<file path="src/rtl/mul_pkg.sv">
// mul_pkg: shared widths, defaults and FSM state type for the multiplier operand dispatcher
package mul_pkg;
  localparam int DATA_W = 8;
  localparam int PROD_W = 2 * DATA_W;
  localparam int DEPTH = 4;
  localparam int TIMEOUT = 64;
  typedef enum logic [1:0] {IDLE, ISSUE, WAIT} disp_state_t;
endpackage

</file>
<file path="src/rtl/mul_op_fifo.sv">
// mul_op_fifo: synchronous operand-pair FIFO, power-of-2 depth, async active-low reset
module mul_op_fifo #(
  parameter int W = 16,
  parameter int DEPTH = 4
) (
  input  logic                     clk,
  input  logic                     rst_n,
  input  logic                     push,
  input  logic                     pop,
  input  logic [W-1:0]             wdata,
  output logic [W-1:0]             rdata,
  output logic                     full,
  output logic                     empty,
  output logic [$clog2(DEPTH):0]   level
);
  localparam int AW = $clog2(DEPTH);
  logic [W-1:0] mem_q [DEPTH];
  logic [AW:0] wp_q, wp_d, rp_q, rp_d;
  assign level = wp_q - rp_q;
  assign full = level[AW];
  assign empty = level == '0;
  assign rdata = mem_q[rp_q[AW-1:0]];
  always_comb begin
    wp_d = wp_q + {{AW{1'b0}}, push};
    rp_d = rp_q + {{AW{1'b0}}, pop};
  end
  always_ff @(posedge clk or negedge rst_n)
    if (!rst_n) begin
      wp_q <= '0;
      rp_q <= '0;
    end else begin
      wp_q <= wp_d;
      rp_q <= rp_d;
    end
  always_ff @(posedge clk)
    if (push) mem_q[wp_q[AW-1:0]] <= wdata;
endmodule

</file>
<file path="src/rtl/mul_operand_dispatcher.sv">
// mul_operand_dispatcher: FIFO-buffered job issuer for the start/done multiplier; MUL_TIMEOUT_EN adds a WAIT abort
module mul_operand_dispatcher #(
  parameter int DATA_W = mul_pkg::DATA_W,
  parameter int DEPTH = mul_pkg::DEPTH
`ifdef MUL_TIMEOUT_EN
  , parameter int TIMEOUT = mul_pkg::TIMEOUT
`endif
) (
  input  logic                   clk,
  input  logic                   rst_n,
  input  logic                   in_valid,
  output logic                   in_ready,
  input  logic [DATA_W-1:0]      in_a,
  input  logic [DATA_W-1:0]      in_b,
  output logic                   mul_start,
  output logic [DATA_W-1:0]      mul_a,
  output logic [DATA_W-1:0]      mul_b,
  input  logic                   mul_done,
  input  logic [2*DATA_W-1:0]    mul_product,
  output logic                   out_valid,
  output logic [2*DATA_W-1:0]    out_product,
  output logic [DATA_W-1:0]      out_a,
  output logic [DATA_W-1:0]      out_b,
  output logic [15:0]            issued_cnt,
  output logic [$clog2(DEPTH):0] fifo_level,
  output logic                   busy,
  output logic                   timeout_err
);
  import mul_pkg::*;
  disp_state_t state_q, state_d;
  logic done_q, done_edge, push, pop, full, empty, time_up;
  logic [2*DATA_W-1:0] head;
  logic [DATA_W-1:0] mul_a_q, mul_a_d, mul_b_q, mul_b_d, out_a_q, out_a_d, out_b_q, out_b_d;
  logic [2*DATA_W-1:0] out_product_q, out_product_d;
  logic [15:0] issued_cnt_q, issued_cnt_d;
  logic mul_start_q, mul_start_d, out_valid_q, out_valid_d, timeout_err_q, timeout_err_d;
  // in_ready is gated by reset so every output reads 0 while rst_n is low
  assign in_ready = rst_n && !full;
  assign push = in_valid && in_ready;
  assign done_edge = mul_done && !done_q;
  assign busy = state_q != IDLE || !empty;
  mul_op_fifo #(.W(2 * DATA_W), .DEPTH(DEPTH)) u_fifo (
    .clk(clk), .rst_n(rst_n), .push(push), .pop(pop), .wdata({in_a, in_b}),
    .rdata(head), .full(full), .empty(empty), .level(fifo_level)
  );
`ifdef MUL_TIMEOUT_EN
  localparam int TW = $clog2(TIMEOUT);
  logic [TW-1:0] wait_cnt_q, wait_cnt_d;
  assign time_up = state_q == WAIT && !done_edge && wait_cnt_q == TW'(TIMEOUT - 1);
  always_comb wait_cnt_d = state_q == WAIT ? wait_cnt_q + 1'b1 : '0;
  always_ff @(posedge clk or negedge rst_n)
    if (!rst_n) wait_cnt_q <= '0;
    else wait_cnt_q <= wait_cnt_d;
`else
  assign time_up = 1'b0;
`endif
  always_comb begin
    state_d = state_q;
    pop = 1'b0;
    mul_start_d = 1'b0;
    mul_a_d = mul_a_q;
    mul_b_d = mul_b_q;
    out_valid_d = 1'b0;
    out_product_d = out_product_q;
    out_a_d = out_a_q;
    out_b_d = out_b_q;
    issued_cnt_d = issued_cnt_q;
    case (state_q)
      IDLE: if (!empty) begin
        pop = 1'b1;
        {mul_a_d, mul_b_d} = head;
        mul_start_d = 1'b1;
        state_d = ISSUE;
      end
      ISSUE: state_d = WAIT;
      WAIT: if (done_edge) begin
        out_product_d = mul_product;
        out_a_d = mul_a_q;
        out_b_d = mul_b_q;
        out_valid_d = 1'b1;
        issued_cnt_d = issued_cnt_q + 1'b1;
        state_d = IDLE;
      end else if (time_up) state_d = IDLE;
      default: state_d = IDLE;
    endcase
    timeout_err_d = timeout_err_q || time_up;
  end
  always_ff @(posedge clk or negedge rst_n)
    if (!rst_n) begin
      state_q <= IDLE;
      done_q <= 1'b0;
      mul_start_q <= 1'b0;
      mul_a_q <= '0;
      mul_b_q <= '0;
      out_valid_q <= 1'b0;
      out_product_q <= '0;
      out_a_q <= '0;
      out_b_q <= '0;
      issued_cnt_q <= '0;
      timeout_err_q <= 1'b0;
    end else begin
      state_q <= state_d;
      done_q <= mul_done;
      mul_start_q <= mul_start_d;
      mul_a_q <= mul_a_d;
      mul_b_q <= mul_b_d;
      out_valid_q <= out_valid_d;
      out_product_q <= out_product_d;
      out_a_q <= out_a_d;
      out_b_q <= out_b_d;
      issued_cnt_q <= issued_cnt_d;
      timeout_err_q <= timeout_err_d;
    end
  assign mul_start = mul_start_q;
  assign mul_a = mul_a_q;
  assign mul_b = mul_b_q;
  assign out_valid = out_valid_q;
  assign out_product = out_product_q;
  assign out_a = out_a_q;
  assign out_b = out_b_q;
  assign issued_cnt = issued_cnt_q;
  assign timeout_err = timeout_err_q;
endmodule

</file>
<file path="config.mk">
export PLATFORM = sky130hd
export DESIGN_NAME = mul_operand_dispatcher
export DESIGN_NICKNAME = d
export VERILOG_FILES = /design/src/rtl/mul_pkg.sv /design/src/rtl/mul_op_fifo.sv /design/src/rtl/mul_operand_dispatcher.sv
export SDC_FILE = /design/constraint.sdc
export NUM_CORES = 1
export LEC_CHECK = 0
export CAP_MARGIN = 20
export CORE_MARGIN = 5
export CORE_UTILIZATION = 31
export DETAILED_ROUTE_END_ITERATION = 16
export GPL_ROUTABILITY_DRIVEN = 0
export SLEW_MARGIN = 20
export SYNTH_ARGS = -nofsm -noshare
export SYNTH_HDL_FRONTEND = slang
export SYNTH_HIERARCHICAL = 1
export SYNTH_SLANG_ARGS = --single-unit
export TNS_END_PERCENT = 50
</file>
<file path="constraint.sdc">
create_clock -name clk -period 3.1 [get_ports clk]
set_input_delay 0.465 -clock clk [delete_from_list [all_inputs] [get_ports clk]]
set_output_delay 0.465 -clock clk [all_outputs]
set_load 0.03 [all_outputs]
</file>
==> reports/results.ini <==
[outcome]
status = complete, no violations

[power_and_ir_drop]
clockPowerShare_pct = 25.4
p_leak_nw = 3.00
combPwrFrac_pct = 39.5
p_sw_w = 0.00280
swShare_pct = 35.3
power_w = 0.00792
cellPowerDensity_nw_per_um2 = 1090
ir_drop_mv = 0.397
internal-power_w = 0.00513
p_seq_share_pct = 35.1

[final_layout]
antennaDiodeCount = 0
drive_gt1_share_pct = 15.1
syn2layout_area_growth_pct = 35.9
fin_nets = 519
final_common_cell = nand2_1
stdcell_area_um2 = 7300
layout_common_cells = nand2_1 (107), clkdlybuf4s50_1 (104), dfrtp_1 (75)

[timing]
maxSlewHeadroom_pct = 35.4
drv_slew = 0
hold_violations = 0
finalSetupViolCount = 0
tns_ns = 0
fin_crit_ns = 2.95
skew_ns = 0.0106
worstMarginPinSlew_ns = 0.968
hold-worst-slack_ns = 0.276
rsz0062_at_grt = no
post-route-period-util_pct = 95.3
worst_slack_ns = 0.145
max_freq_mhz = 338

[routing]
drt_pass1_iterations = 4
wl_mm = 11.0
drc = 0
vias = 3088
vias_per_cell = 4.32
ant_nets = 0
drtIter0Drc = 124
avgRoutedWirePerCell_um = 15.4

[clock_network]
cts-hold-fix-buffers = 0
cts_buffers = 17
cts_sinks = 139
clk-insertion-delay-late_ns = 0.41
cts.path.max_buffers = 2
h-tree-depth = 4
post_cts_buffers = 0
clk_pin_slew_ns = 0.06
cts_tree = yes
postCtsResizedCells = 1
root_buffer = clkbuf_16

[synthesis]
yosysSeqAreaShare_pct = 70.8
ys_types = 32
synth_edf_count = 64
syn_area_per_cell_um2 = 15.2
syn_nets = 396
yosys_warnings = 6
netlist_area_um2 = 5370
synth_ff_type = dfrtp_1
syn_inst = 353
async_flop_share_pct = 54.0
ys_ff_latch = 139

[die]
dieArea_um2 = 20100
ios = 108
die_w_um = 142
num_rows = 48
chipHeight_um = 142
fp.coreArea_um2 = 17100
initial_core_util_pct = 31.4

[grt]
use_met2_pct = 19.5
grt_start_max_net_pins = 76
grt-busiest-layer = met2
grt_pass1_wl_mm = 18.1
met3_usage_pct = 5.36
track_usage_pct = 11.8
antenna_found_initial = 0
use_met1_pct = 14.1
grt_pass1_vias = 3297
grt-ovfl-total = 0

[worst_setup_path]
critical_path_peak_fanout = 3
cp_data_required_time_ns = 2.63
critPathKind = reg -> out
worstSetupEndpointType = primary output
crit_arrival_ns = 2.49
reg2regPathDepth = 9
critPathLaunchType = flip-flop

[placed_design]
dp_slack_ns = 0.409
io_buffer_count = 106
post-dp-hpwl_mm = 7.46
placed_area_um2 = 6700

[flow_run]
cap_violations = 0

[hold_path]
hp-class = in -> async

[final cells by class]
type	count	area, um2
Clock inverter	15	173
Inverter	6	22.5
Tap cell	225	282
Timing Repair Buffer	118	1150
Multi-Input combinational cell	194	1450
Fill cell	1533	9820
Clock buffer	17	425
Sequential cell	139	3800
[worst max-delay path: stages, from the launching register on]
cell             delay, ns
dfrtp_1               0.37
inv_1                 0.08
ha_1                  0.21
fa_1                  0.37
xor3_1                0.23
nor2b_1               0.15
clkdlybuf4s50_1       0.68
[kinds of logic (layout without fill, tap and decap cells)]
family | after synthesis | after routing | synth area share, %
DFF | 139 | 139 | 70.8
and+or+nand+nor | 134 | 134 | 11.2
muxes | 33 | 33 | 10.7
buffers and inverters | 20 | 156 | 2.24
xor gates and xnor gates | 18 | 18 | 3.22
adders and majority gates | 7 | 7 | 1.77
other | 1 | 1 | 0.0698
AOI/OAI and AO/OA | 1 | 1 | 0.0931
[per-stage QoR]
step                util, %  cells
detailed placement     39.2    682
global route           42.6    714
CTS                    42.6    714
floorplan                 -    353
finish                 42.6    714
global placement       39.2    682
[synthesized netlist by cell type (2+ instances only)]
master    number  area [um2]
nand2_1      107         402
nor3_1         3        15.0
edfxtp_1      64        1920
mux2_2        16         180
nor3_2         2        20.0
nor2_1         4        15.0
mux4_2        10         225
nand4_1        2        12.5
nand3_1        6        30.0
ha_1           6        75.1
inv_1          5        18.8
mux4_1         6         158
dfrtp_1       75        1880
and3_1         3        18.8
buf_2          5        25.0
xor2_1         7        61.3
xnor2_1       10        87.6
clkbuf_1       3        11.3
buf_4          4        30.0
and4_1         3        26.3
[power by group through the flow]
stage / Combinational [W] / Sequential, W / Clock, W
after global placement: 0.00316 / 0.00280 / 0
after detailed placement: 0.00319 / 0.00283 / 0
after floorplan: 0.00132 / 0.00343 / 0
final: 0.00313 / 0.00278 / 0.00201
after global routing: 0.00337 / 0.00285 / 0.00216
after CTS: 0.00319 / 0.00279 / 0.00207
[final timing paths]
kind | start | end | slack [ns]
max | u_fifo/wp_q[0]$_DFF_PN0_ | in_ready | 0.15
max in group asynchronous | rst_n | mul_a[7]$_DFFE_PN0P_ | 2.16
min reg2reg | out_a[0]$_DFFE_PN0P_ | out_a[0]$_DFFE_PN0P_ | 0.47
max reg2reg | u_fifo/wp_q[0]$_DFF_PN0_ | mul_a[3]$_DFFE_PN0P_ | 0.63
min | rst_n | u_fifo/wp_q[1]$_DFF_PN0_ | 0.28
min in group clk | out_a[0]$_DFFE_PN0P_ | out_a[0]$_DFFE_PN0P_ | 0.47
[flip-flops by register name, summed over array words and instances, names as in the netlist]
register      cells
done_q            1
issued_cnt       16
mul_a             8
mul_b             8
mul_start         1
out_a             8
out_b             8
out_product      16
out_valid         1
state_q           2
u_fifo/mem_q     64
u_fifo/rp_q       3
u_fifo/wp_q       3
[routing by layer]
layer  share of wire (%)  wire length (um)
met1                  43              4680
met2                  50              5460
met3                 7.0               764
met4                0.59                65
met5                   0                 0
Power figures use the tool's default switching activity.
